===== config.mk =====
export PLATFORM = sky130hd
export DESIGN_NAME = decode_issue
export DESIGN_NICKNAME = d
export VERILOG_FILES = /design/src/rtl/decode_issue_pkg.sv /design/src/rtl/decode_issue_imm_gen.sv /design/src/rtl/decode_issue.sv
export SDC_FILE = /design/constraint.sdc
export NUM_CORES = 1
export LEC_CHECK = 0
export ABC_AREA = 1
export BUFFER_PORTS_ARGS = -buffer_cell sky130_fd_sc_hd__clkbuf_2
export CORE_MARGIN = 4
export CORE_UTILIZATION = 35
export CTS_CLUSTER_DIAMETER = 50
export CTS_CLUSTER_SIZE = 30
export DETAILED_ROUTE_END_ITERATION = 8
export GPL_TIMING_DRIVEN = 0
export PLACE_DENSITY_LB_ADDON = 0.2
export SETUP_SLACK_MARGIN = 0.15
export SLEW_MARGIN = 40
export SYNTH_ARGS = -nofsm -noshare
export SYNTH_HDL_FRONTEND = slang
export SYNTH_HIERARCHICAL = 1
export SYNTH_SLANG_ARGS = --single-unit

===== constraint.sdc =====
create_clock -name clk -period 2 [get_ports clk]
set_input_delay 0.2 -clock clk [delete_from_list [all_inputs] [get_ports clk]]
set_output_delay 0.2 -clock clk [all_outputs]
set_load 0.005 [all_outputs]

===== src/rtl/decode_issue_pkg.sv =====
// decode_issue_pkg: shared widths, RV32I opcode/funct constants and ALU
// operation codes used by the decode/issue stage and its helpers.
package decode_issue_pkg;

    localparam int DATA_WIDTH     = 32;
    localparam int OPCODE_WIDTH   = 7;
    localparam int FUNCT3_WIDTH   = 3;
    localparam int FUNCT7_WIDTH   = 7;
    localparam int REG_ADDR_WIDTH = 5;

    localparam logic [OPCODE_WIDTH-1:0] OP     = 7'b0110011;
    localparam logic [OPCODE_WIDTH-1:0] OP_IMM = 7'b0010011;

    localparam logic [FUNCT7_WIDTH-1:0] F7_BASE = 7'b0000000;
    localparam logic [FUNCT7_WIDTH-1:0] F7_ALT  = 7'b0100000;

    // ALU operation codes (funct3 encoding)
    typedef enum logic [FUNCT3_WIDTH-1:0] {
        ALU_ADD  = 3'b000,
        ALU_SLL  = 3'b001,
        ALU_SLT  = 3'b010,
        ALU_SLTU = 3'b011,
        ALU_XOR  = 3'b100,
        ALU_SR   = 3'b101,
        ALU_OR   = 3'b110,
        ALU_AND  = 3'b111
    } alu_op_e;

    function automatic logic is_shift(input logic [FUNCT3_WIDTH-1:0] f3);
        return (f3 == ALU_SLL) || (f3 == ALU_SR);
    endfunction

endpackage


===== src/rtl/decode_issue_imm_gen.sv =====
// imm_gen: combinational immediate extraction for OP-IMM.
//   imm12 : instruction bits [31:20]
//   f3    : instruction bits [14:12]
//   imm   : zero-extended shamt for shifts, sign-extended imm12 otherwise
module imm_gen
    import decode_issue_pkg::*;
(
    input  logic [11:0]              imm12,
    input  logic [FUNCT3_WIDTH-1:0]  f3,
    output logic [DATA_WIDTH-1:0]    imm
);

    always_comb begin
        if (is_shift(f3)) begin
            imm = {{(DATA_WIDTH-5){1'b0}}, imm12[4:0]};
        end else begin
            imm = {{(DATA_WIDTH-12){imm12[11]}}, imm12};
        end
    end

endmodule


===== src/rtl/decode_issue.sv =====
// decode_issue: RV32I OP/OP-IMM decode and issue stage.
//   in_valid/in_ready/in_instr : instruction input handshake
//   rs1_addr/rs2_addr          : register-file read addresses (combinational)
//   rs1_data/rs2_data          : register-file read data (same cycle)
//   out_valid/out_ready        : issue handshake to the ALU
//   s1,s2,opcode,f3,f7,rd      : registered issued operation
//   wb_valid/wb_rd             : writeback retire, clears the busy bit
//   flush                      : drop the held, not-yet-consumed operation
//   illegal                    : one-cycle pulse for a consumed illegal instruction
module decode_issue
    import decode_issue_pkg::*;
(
    input  logic                      clk,
    input  logic                      rst_n,
    input  logic                      in_valid,
    output logic                      in_ready,
    input  logic [DATA_WIDTH-1:0]     in_instr,
    output logic [REG_ADDR_WIDTH-1:0] rs1_addr,
    output logic [REG_ADDR_WIDTH-1:0] rs2_addr,
    input  logic [DATA_WIDTH-1:0]     rs1_data,
    input  logic [DATA_WIDTH-1:0]     rs2_data,
    output logic                      out_valid,
    input  logic                      out_ready,
    output logic [DATA_WIDTH-1:0]     s1,
    output logic [DATA_WIDTH-1:0]     s2,
    output logic [OPCODE_WIDTH-1:0]   opcode,
    output logic [FUNCT3_WIDTH-1:0]   f3,
    output logic [FUNCT7_WIDTH-1:0]   f7,
    output logic [REG_ADDR_WIDTH-1:0] rd,
    input  logic                      wb_valid,
    input  logic [REG_ADDR_WIDTH-1:0] wb_rd,
    input  logic                      flush,
    output logic                      illegal
);

    logic [OPCODE_WIDTH-1:0]   dec_opcode;
    logic [FUNCT3_WIDTH-1:0]   dec_f3;
    logic [FUNCT7_WIDTH-1:0]   raw_f7;
    logic [FUNCT7_WIDTH-1:0]   dec_f7;
    logic [REG_ADDR_WIDTH-1:0] dec_rd;
    logic [DATA_WIDTH-1:0]     imm;
    logic [DATA_WIDTH-1:0]     dec_s2;
    logic                      is_op;
    logic                      is_opimm;
    logic                      legal;
    logic                      hazard;
    logic                      accept;
    logic                      load;
    logic [31:0]               busy;
    logic [31:0]               busy_nxt;

    assign dec_opcode = in_instr[6:0];
    assign dec_rd     = in_instr[11:7];
    assign dec_f3     = in_instr[14:12];
    assign rs1_addr   = in_instr[19:15];
    assign rs2_addr   = in_instr[24:20];
    assign raw_f7     = in_instr[31:25];

    imm_gen u_imm_gen (
        .imm12 (in_instr[31:20]),
        .f3    (dec_f3),
        .imm   (imm)
    );

    always_comb begin
        is_op    = (dec_opcode == OP);
        is_opimm = (dec_opcode == OP_IMM);
        legal    = 1'b0;
        dec_s2   = rs2_data;
        dec_f7   = raw_f7;
        if (is_op) begin
            // Alternate funct7 only encodes SUB and SRA
            legal = (raw_f7 == F7_BASE) ||
                    ((raw_f7 == F7_ALT) && ((dec_f3 == ALU_ADD) || (dec_f3 == ALU_SR)));
        end else if (is_opimm) begin
            dec_s2 = imm;
            if (dec_f3 == ALU_SLL) begin
                legal = (raw_f7 == F7_BASE);
            end else if (dec_f3 == ALU_SR) begin
                legal = (raw_f7 == F7_BASE) || (raw_f7 == F7_ALT);
            end else begin
                // Upper immediate bits are not a funct7 here
                legal  = 1'b1;
                dec_f7 = F7_BASE;
            end
        end
    end

    // rs2 field is immediate data for OP-IMM, so it only counts for OP
    assign hazard   = legal & (busy[rs1_addr] | (is_op & busy[rs2_addr]) | busy[dec_rd]);
    assign in_ready = (!out_valid | out_ready) & !hazard & !flush;
    assign accept   = in_valid & in_ready;
    assign load     = accept & legal;

    always_comb begin
        busy_nxt = busy;
        if (wb_valid) begin
            busy_nxt[wb_rd] = 1'b0;
        end
        if (flush && out_valid) begin
            busy_nxt[rd] = 1'b0;
        end
        if (load && (dec_rd != '0)) begin
            busy_nxt[dec_rd] = 1'b1;
        end
        busy_nxt[0] = 1'b0;
    end

    // Issue register stage
    always_ff @(posedge clk or negedge rst_n) begin
        if (!rst_n) begin
            out_valid <= 1'b0;
            illegal   <= 1'b0;
            busy      <= '0;
            s1        <= '0;
            s2        <= '0;
            opcode    <= '0;
            f3        <= '0;
            f7        <= '0;
            rd        <= '0;
        end else begin
            busy    <= busy_nxt;
            illegal <= accept & !legal;
            if (flush) begin
                out_valid <= 1'b0;
            end else if (load) begin
                out_valid <= 1'b1;
            end else if (out_ready) begin
                out_valid <= 1'b0;
            end
            if (load) begin
                s1     <= rs1_data;
                s2     <= dec_s2;
                opcode <= dec_opcode;
                f3     <= dec_f3;
                f7     <= dec_f7;
                rd     <= dec_rd;
            end
        end
    end

endmodule


==> flow_summary.toml, run 1 <==
[outcome]
status = "finished, violations left"
violations = "setup timing"

[final_layout]
syn2layout_area_growth_pct = 54.7
n_antenna_cell = 0
n_fill_cell = 1777
fin_nets = 1303
drive_above_1_share_pct = 42.7

[timing]
finalSetupViolCount = 119
rsz0062_at_grt = "true"
hold_violations = 0
slew_violations = 0
skew_ps = 12.0
max_slew_margin_pct = 46.6
max_freq_ghz = 0.441
worstMarginPinSlew_ps = 801
layout_min_cycle_time_ps = 2270
fin_crit_sh_pct = 113
fin_ws_ps = -269

[global_routing]
grt_usage_pct = 21.9
grt_pass1_wl_um = 37400
antenna_found_initial = 0
overflow = 0
grt_max_degree = 53
grt_pass1_vias = 6974

[die]
io_pins = 206
placementRows = 50
coreArea_um2 = 18900
dieArea_um2 = 21700
die_w_um = 147
die_h_um = 147
start_util_pct = 35.9

[hold_path]
min_path_type = "primary input to register"

[clock_network]
cts.clk_slew.worst_paths_ps = 60
clk_path_buf_depth = 2
cts_sinks = 119
clk_latency_ps = 420
htreeDepth = 4
cts_root_buf = "clkbuf_16"
numCtsBuffers = 17
cts_tree = "done"

[synthesis]
synth-edff-count = 0
yosys-mux-area-fraction_pct = 4.72
synth_cell_type_count = 22
synth_fa_ha_area_share_pct = 0
yosys.area_share.simple_pct = 25.3
ys_ff_latch = 119
synth_top_family_by_area = "simple AND/OR/NAND/NOR gates"
synth_top_area_share_pct = 43.9
yosys_warnings = 6
synthXorXnorAreaFrac_pct = 0
synth_area_leader_cell = "dfrtp_1"
synth_compound_area_share_pct = 11.9
netlist_top_cells_area = "dfrtp_1, nand2_1, inv_1"
ys_async_sr_fraction_pct = 100
synth-main-ff-cell = "dfrtp_1"
synthCells = 918
syn_area_um2 = 6780
avgSynthCellArea_um2 = 7.39
syn_nets = 1025
seq_area_frac_synth_pct = 43.9

[detailed_routing]
wl_met1_um = 10300
post_drt_wl_per_cell_um = 17.1
route.met2.wl_um = 12100
final_antenna_net_count = 0
wirelength_um = 25100
drtPass1Iterations = 5
routed_via_density = 4.91
dr.max_layer_used = "met4"
drc_errors = 0
vias = 7215
wl_met3_um = 1920
drt_iter0_drc = 477

[setup_path]
start_kind = "register"
arrival_ps = 2620
r2r-start = "busy[7]$_DFF_PN0_"
critPathCapture = "busy[21]$_DFF_PN0_"
crit_start = "busy[7]$_DFF_PN0_"
reg2regPathDepth = 18
rrSetupSlack_ps = -270
critPathCaptureType = "register"
criticalPathCategory = "register to register"
rr_endpoint = "busy[21]$_DFF_PN0_"
crit_required_ps = 2350
crit_fanout = 6

[placement]
gp_congestion = 0.924
dp_hpwl_um = 17000
pre_cts_slack_ps = -629
portBuffers = 202

[power]
vdd_ir_drop_max_v = 0.000575
p_leak_nw = 5.74
cellPowerDensity_nw_per_um2 = 594
fin_total_pwr_mw = 6.23

[flow_run]
max_cap_viol_count = 0
-- layout make-up --
cell class	count	area (um2)	share of cell area, %
Multi-Input combinational cell	590	3540	33.8
Sequential cell	119	2990	28.5
Timing Repair Buffer	260	1860	17.7
Buffer	70	692	6.60
Inverter	138	518	4.94
Clock buffer	19	453	4.32
Tap cell	260	325	3.10
Clock inverter	13	119	1.13
-- per-stage QoR --
step	cell area, um2	hold WS (ps)	TNS (ps)	cells	util (%)
after global routing	10500	3.80	-38620	1469	55.5
after floorplan	6780	-95.6	0	918	-
after CTS	9440	3.02	-9170	1452	50.0
after detailed placement	8200	114	-59970	1383	43.4
after global placement	8120	422	-204960	1380	43.0
final	10500	9.48	-22650	1469	55.5
-- worst min-delay path by stage --
stage / endpoint / start / depth (start not counted) / slack, ps
floorplan: busy[10]$_DFF_PN0_ / rst_n / 0 / -100
global placement: illegal$_DFF_PN0_ / in_valid / 3 / 420
detailed placement: f7[0]$_DFFE_PN0P_ / rst_n / 1 / 110
CTS: s1[31]$_DFFE_PN0P_ / rs1_data[31] / 3 / 3
global route: s1[0]$_DFFE_PN0P_ / rs1_data[0] / 3 / 4
finish: s1[17]$_DFFE_PN0P_ / rs1_data[17] / 3 / 9
-- flip-flops by register name (all words and copies together) (netlist names) --
| name | cells |
|---|---|
| busy | 31 |
| opcode | 7 |
| s2 | 32 |
| rd | 5 |
| s1 | 32 |
| illegal | 1 |
| f7 | 7 |
| out_valid | 1 |
| f3 | 3 |
-- what timing repair did --
item                                    4_1_cts  5_1_grt
gates cloned                                  3       11
pin swaps                                     3        2
hold buffers                                 25        0
endpoints found under the hold margin        92        0
gates resized for setup                     145      248
buffers inserted                              9        7
endpoints found under the setup margin      119      120
-- logic make-up (layout without fill, tap and decap cells) --
| logic type | count (synthesis) | in the layout |
|---|---|---|
| AND/OR/NAND/NOR | 421 | 421 |
| multiplexers | 32 | 32 |
| AO/OA/AOI/OAI | 137 | 137 |
| flip-flops | 119 | 119 |
| buffers and inverters | 209 | 500 |
-- layer usage --
layer / vias up / track usage, %
li1: 3486 / -
met1: 3369 / 27.3
met2: 305 / 35.6
met3: 55 / 6.82
met4: 0 / 8.53
met5: - / 0
-- cell usage in the layout (no fill, tap or decap), drive strengths merged, types with 31 or more instances in the layout --
cell,n
clkbuf,239
mux2i,32
dfrtp,119
buf,85
o221ai,31
nor2,54
inv,142
nand3,54
o21ai,90
nand2,283
-- worst max-delay path, cell delays in order, from the launching register on --
cell	delay (ps)
dfrtp_1	460
nand2_1	90
nand2_1	50
nand2_1	50
nand2_1	60
nand2_1	50
nand2_1	50
inv_1	40
nand2_1	50
nor2_2	160
nand3_2	120
nor2_1	110
nand4_1	100
buf_6	170
buf_12	130
nor2_8	190
clkbuf_16	200
nand2_4	40
nand2_2	60
-- where the power goes --
group | leakage, nW | total, mW | switching (mW) | internal (mW)
Sequential | 1.63 | 2.50 | 0.0439 | 2.46
Clock | 0.273 | 2.98 | 1.20 | 1.78
Combinational | 3.84 | 0.747 | 0.415 | 0.332
Total | 5.74 | 6.23 | 1.66 | 4.57
-- cell usage after synthesis, types with 12 or more instances --
library cell,n
a21oi_1,15
buf_2,12
buf_4,36
clkbuf_1,19
dfrtp_1,119
inv_1,133
mux2i_1,32
nand2_1,283
nand3_1,54
nor2_1,53
nor3_1,25
o21ai_0,89
o221ai_1,31
(Power assumes the default switching activity.)
==> inputs of run 2 (changes only) <==
--- a/config.mk
+++ b/config.mk
@@ -9,6 +9,7 @@
 export BUFFER_PORTS_ARGS = -buffer_cell sky130_fd_sc_hd__clkbuf_2
 export CORE_MARGIN = 4
 export CORE_UTILIZATION = 35
+export CTS_BUF_LIST = sky130_fd_sc_hd__clkbuf_16
 export CTS_CLUSTER_DIAMETER = 50
 export CTS_CLUSTER_SIZE = 30
 export DETAILED_ROUTE_END_ITERATION = 8
==> run 2 against run 1 <==
  * The run still ends with setup timing left
  * Core utilization fell by 0.17 points
  * First-iteration DRC count fell by 0.42%
  * Highest routed layer unchanged
  * Critical endpoint is now busy[19]$_DFF_PN0_
  * Largest cell class unchanged
  * Worst hold slack got worse by 0.80 ps
  * Critical path depth fell by 2
  * Register-to-register slack barely moved
  * Worst setup slack got worse by 5.3 ps
  * Critical path type unchanged
  * Clock power fell by 3%
==> flow_summary.toml, run 2 (same netlist as run 1, synthesis figures left out) <==
[outcome]
status = "finished, violations left"
violations = "setup timing"

[detailed_routing]
post_drt_wl_per_cell_um = 17.0
vias = 7180
drt_iter0_drc = 475
drtPass1Iterations = 5
routed_via_density = 4.89
wirelength_um = 25000
drc_errors = 0
final_antenna_net_count = 0

[timing]
fin_ws_ps = -275
rsz0062_at_grt = "true"
max_freq_ghz = 0.440
worstMarginPinSlew_ps = 792
whs_ps = 8.68
slew_violations = 0
fin_crit_sh_pct = 114
hold_violations = 0
setup_tns_ps = -23610
max_slew_margin_pct = 47.2
layout_min_cycle_time_ps = 2270
finalSetupViolCount = 119
skew_ps = 9.57

[final_layout]
layout_commonest_cell = "clkbuf_2"
n_fill_cell = 1787
reg_top3 = "s1: 32 flops, s2: 32 flops, busy: 31 flops"
syn2layout_area_growth_pct = 54.2
fin_area_um2 = 10500
most-common-layout-cells = "clkbuf_2, nand2_1, inv_1, dfrtp_1, nand2_2"
n_antenna_cell = 0
fin_nets = 1302
drive_above_1_share_pct = 42.7

[setup_path]
crit_fanout = 6
rrSetupSlack_ps = -270
reg2regPathDepth = 16
slowest_delay_ps = 460
rr_endpoint = "busy[19]$_DFF_PN0_"
arrival_ps = 2620
worst_path_max_delay_cell = "dfrtp_2"
start_kind = "register"
critical_path_buf_inv_count = 3
path_depth = 16
worstPathCellList = "nand3_2 > nand2_1 > nor2_1 > nor2_1 > nor2_1 > nand2_1 > nor2_2 > nand3_2 > nor2_1 > nand4_1 > buf_6 > buf_12 > nor2_8 > clkbuf_16 > nand2_2 > nand2_1"
path_delay_family = "simple AND/OR/NAND/NOR gates"
cpMostUsedCell = "nor2_1"
r2r-start = "busy[11]$_DFF_PN0_"
criticalPathCategory = "register to register"
critPathCaptureType = "register"
crit_start = "busy[11]$_DFF_PN0_"
critPathCapture = "busy[19]$_DFF_PN0_"
crit_required_ps = 2350

[hold_path]
holdCritStartpoint = "rs1_data[17]"
min_path_type = "primary input to register"

[die]
coreArea_um2 = 18900
io_pins = 206
dieArea_um2 = 21700
placementRows = 50
die_w_um = 147
start_util_pct = 35.9
die_h_um = 147

[placement]
portBuffers = 202
gp_congestion = 0.924
dp_hpwl_um = 17000
placed_area_um2 = 8200

[power]
fin_total_pwr_mw = 6.14
p_int_mw = 4.49
p_comb_share_pct = 12.1
cellPowerDensity_nw_per_um2 = 587
power_frac_seq_pct = 40.7
power.switching_mw = 1.65
p_leak_nw = 5.73
switching_share_pct = 26.9
power.share.clock_pct = 47.2
vdd_ir_drop_max_v = 0.000578

[clock_network]
cts.clk_slew.worst_paths_ps = 60
htreeDepth = 4
clk_latency_ps = 420
numCtsBuffers = 17
clk_path_buf_depth = 2
cts_root_buf = "clkbuf_16"
cts_tree = "done"
cts_sinks = 119

[global_routing]
grt_pass1_wl_um = 37400
met1_usage_pct = 27.4
grt_usage_pct = 21.9
grt_max_degree = 53
overflow = 0
grtUsageMet2_pct = 35.6
antenna_found_initial = 0
grt_pass1_vias = 6967
grt.busiest_layer = "met2"
grtUsageMet3_pct = 6.82

[flow_run]
max_cap_viol_count = 0
[run 2: per-layer routing]
| metal | part of all wire (%) | vias to the layer above | routed length (um) |
|---|---|---|---|
| met5 | 0 | - | 0 |
| met4 | 3.4 | 0 | 854 |
| met3 | 8.1 | 65 | 2020 |
| met2 | 48 | 321 | 12000 |
| met1 | 40 | 3319 | 10100 |
| li1 | - | 3475 | - |
[run 2: worst register-to-register path, cell delays in order (launching register included)]
cell and delay, ps:
dfrtp_2 460, nand3_2 80, nand2_1 60, nor2_1 110, nor2_1 60, nor2_1 100
nand2_1 70, nor2_2 140, nand3_2 120, nor2_1 110, nand4_1 100, buf_6 170
buf_12 140, nor2_8 190, clkbuf_16 200, nand2_2 40, nand2_1 60
[run 2: timing repair]
| action | 4_1_cts | 5_1_grt |
|---|---|---|
| hold buffers | 24 | 0 |
| gates cloned | 3 | 11 |
| endpoints found under the setup margin | 119 | 120 |
| endpoints found under the hold margin | 90 | 0 |
| buffers inserted | 9 | 7 |
| pin swaps | 3 | 2 |
| gates resized for setup | 146 | 247 |
[run 2: final cells by class]
class / instances / area [um2] / share of cell area, %
multi-input cells: 590 / 3540 / 33.8
flip-flops and latches: 119 / 2990 / 28.5
repair buffers: 259 / 1850 / 17.6
plain buffers: 70 / 692 / 6.62
inverters: 138 / 518 / 4.95
clock buffers: 17 / 425 / 4.07
well taps: 260 / 325 / 3.11
clock inverters: 15 / 126 / 1.21
[run 2: through the flow]
step / worst slack (ps) / utilization (%) / std cells
after detailed placement: -629 / 43.4 / 1383
final: -275 / 55.4 / 1468
after global placement: -1260 / 43.0 / 1380
after CTS: -183 / 49.8 / 1451
after floorplan: 225 / - / 918
after global routing: -413 / 55.4 / 1468
[run 2: power groups by stage]
stage / logic (mW) / clock network (mW) / registers (mW)
after floorplan: 0.294 / 0 / 2.53
after global placement: 0.622 / 0 / 2.53
after detailed placement: 0.644 / 0 / 2.53
after CTS: 0.698 / 2.95 / 2.49
after global routing: 0.824 / 3.06 / 2.50
final: 0.745 / 2.90 / 2.50
[run 2: worst min path at each step]
stage                               endpoint  slack, ps  depth (start not counted)
after floorplan           busy[10]$_DFF_PN0_       -100                          0
after global placement     illegal$_DFF_PN0_        420                          3
after detailed placement   f7[0]$_DFFE_PN0P_        110                          1
after CTS                 s1[18]$_DFFE_PN0P_          2                          3
after global routing       s1[0]$_DFFE_PN0P_          4                          3
final                     s1[17]$_DFFE_PN0P_          9                          3
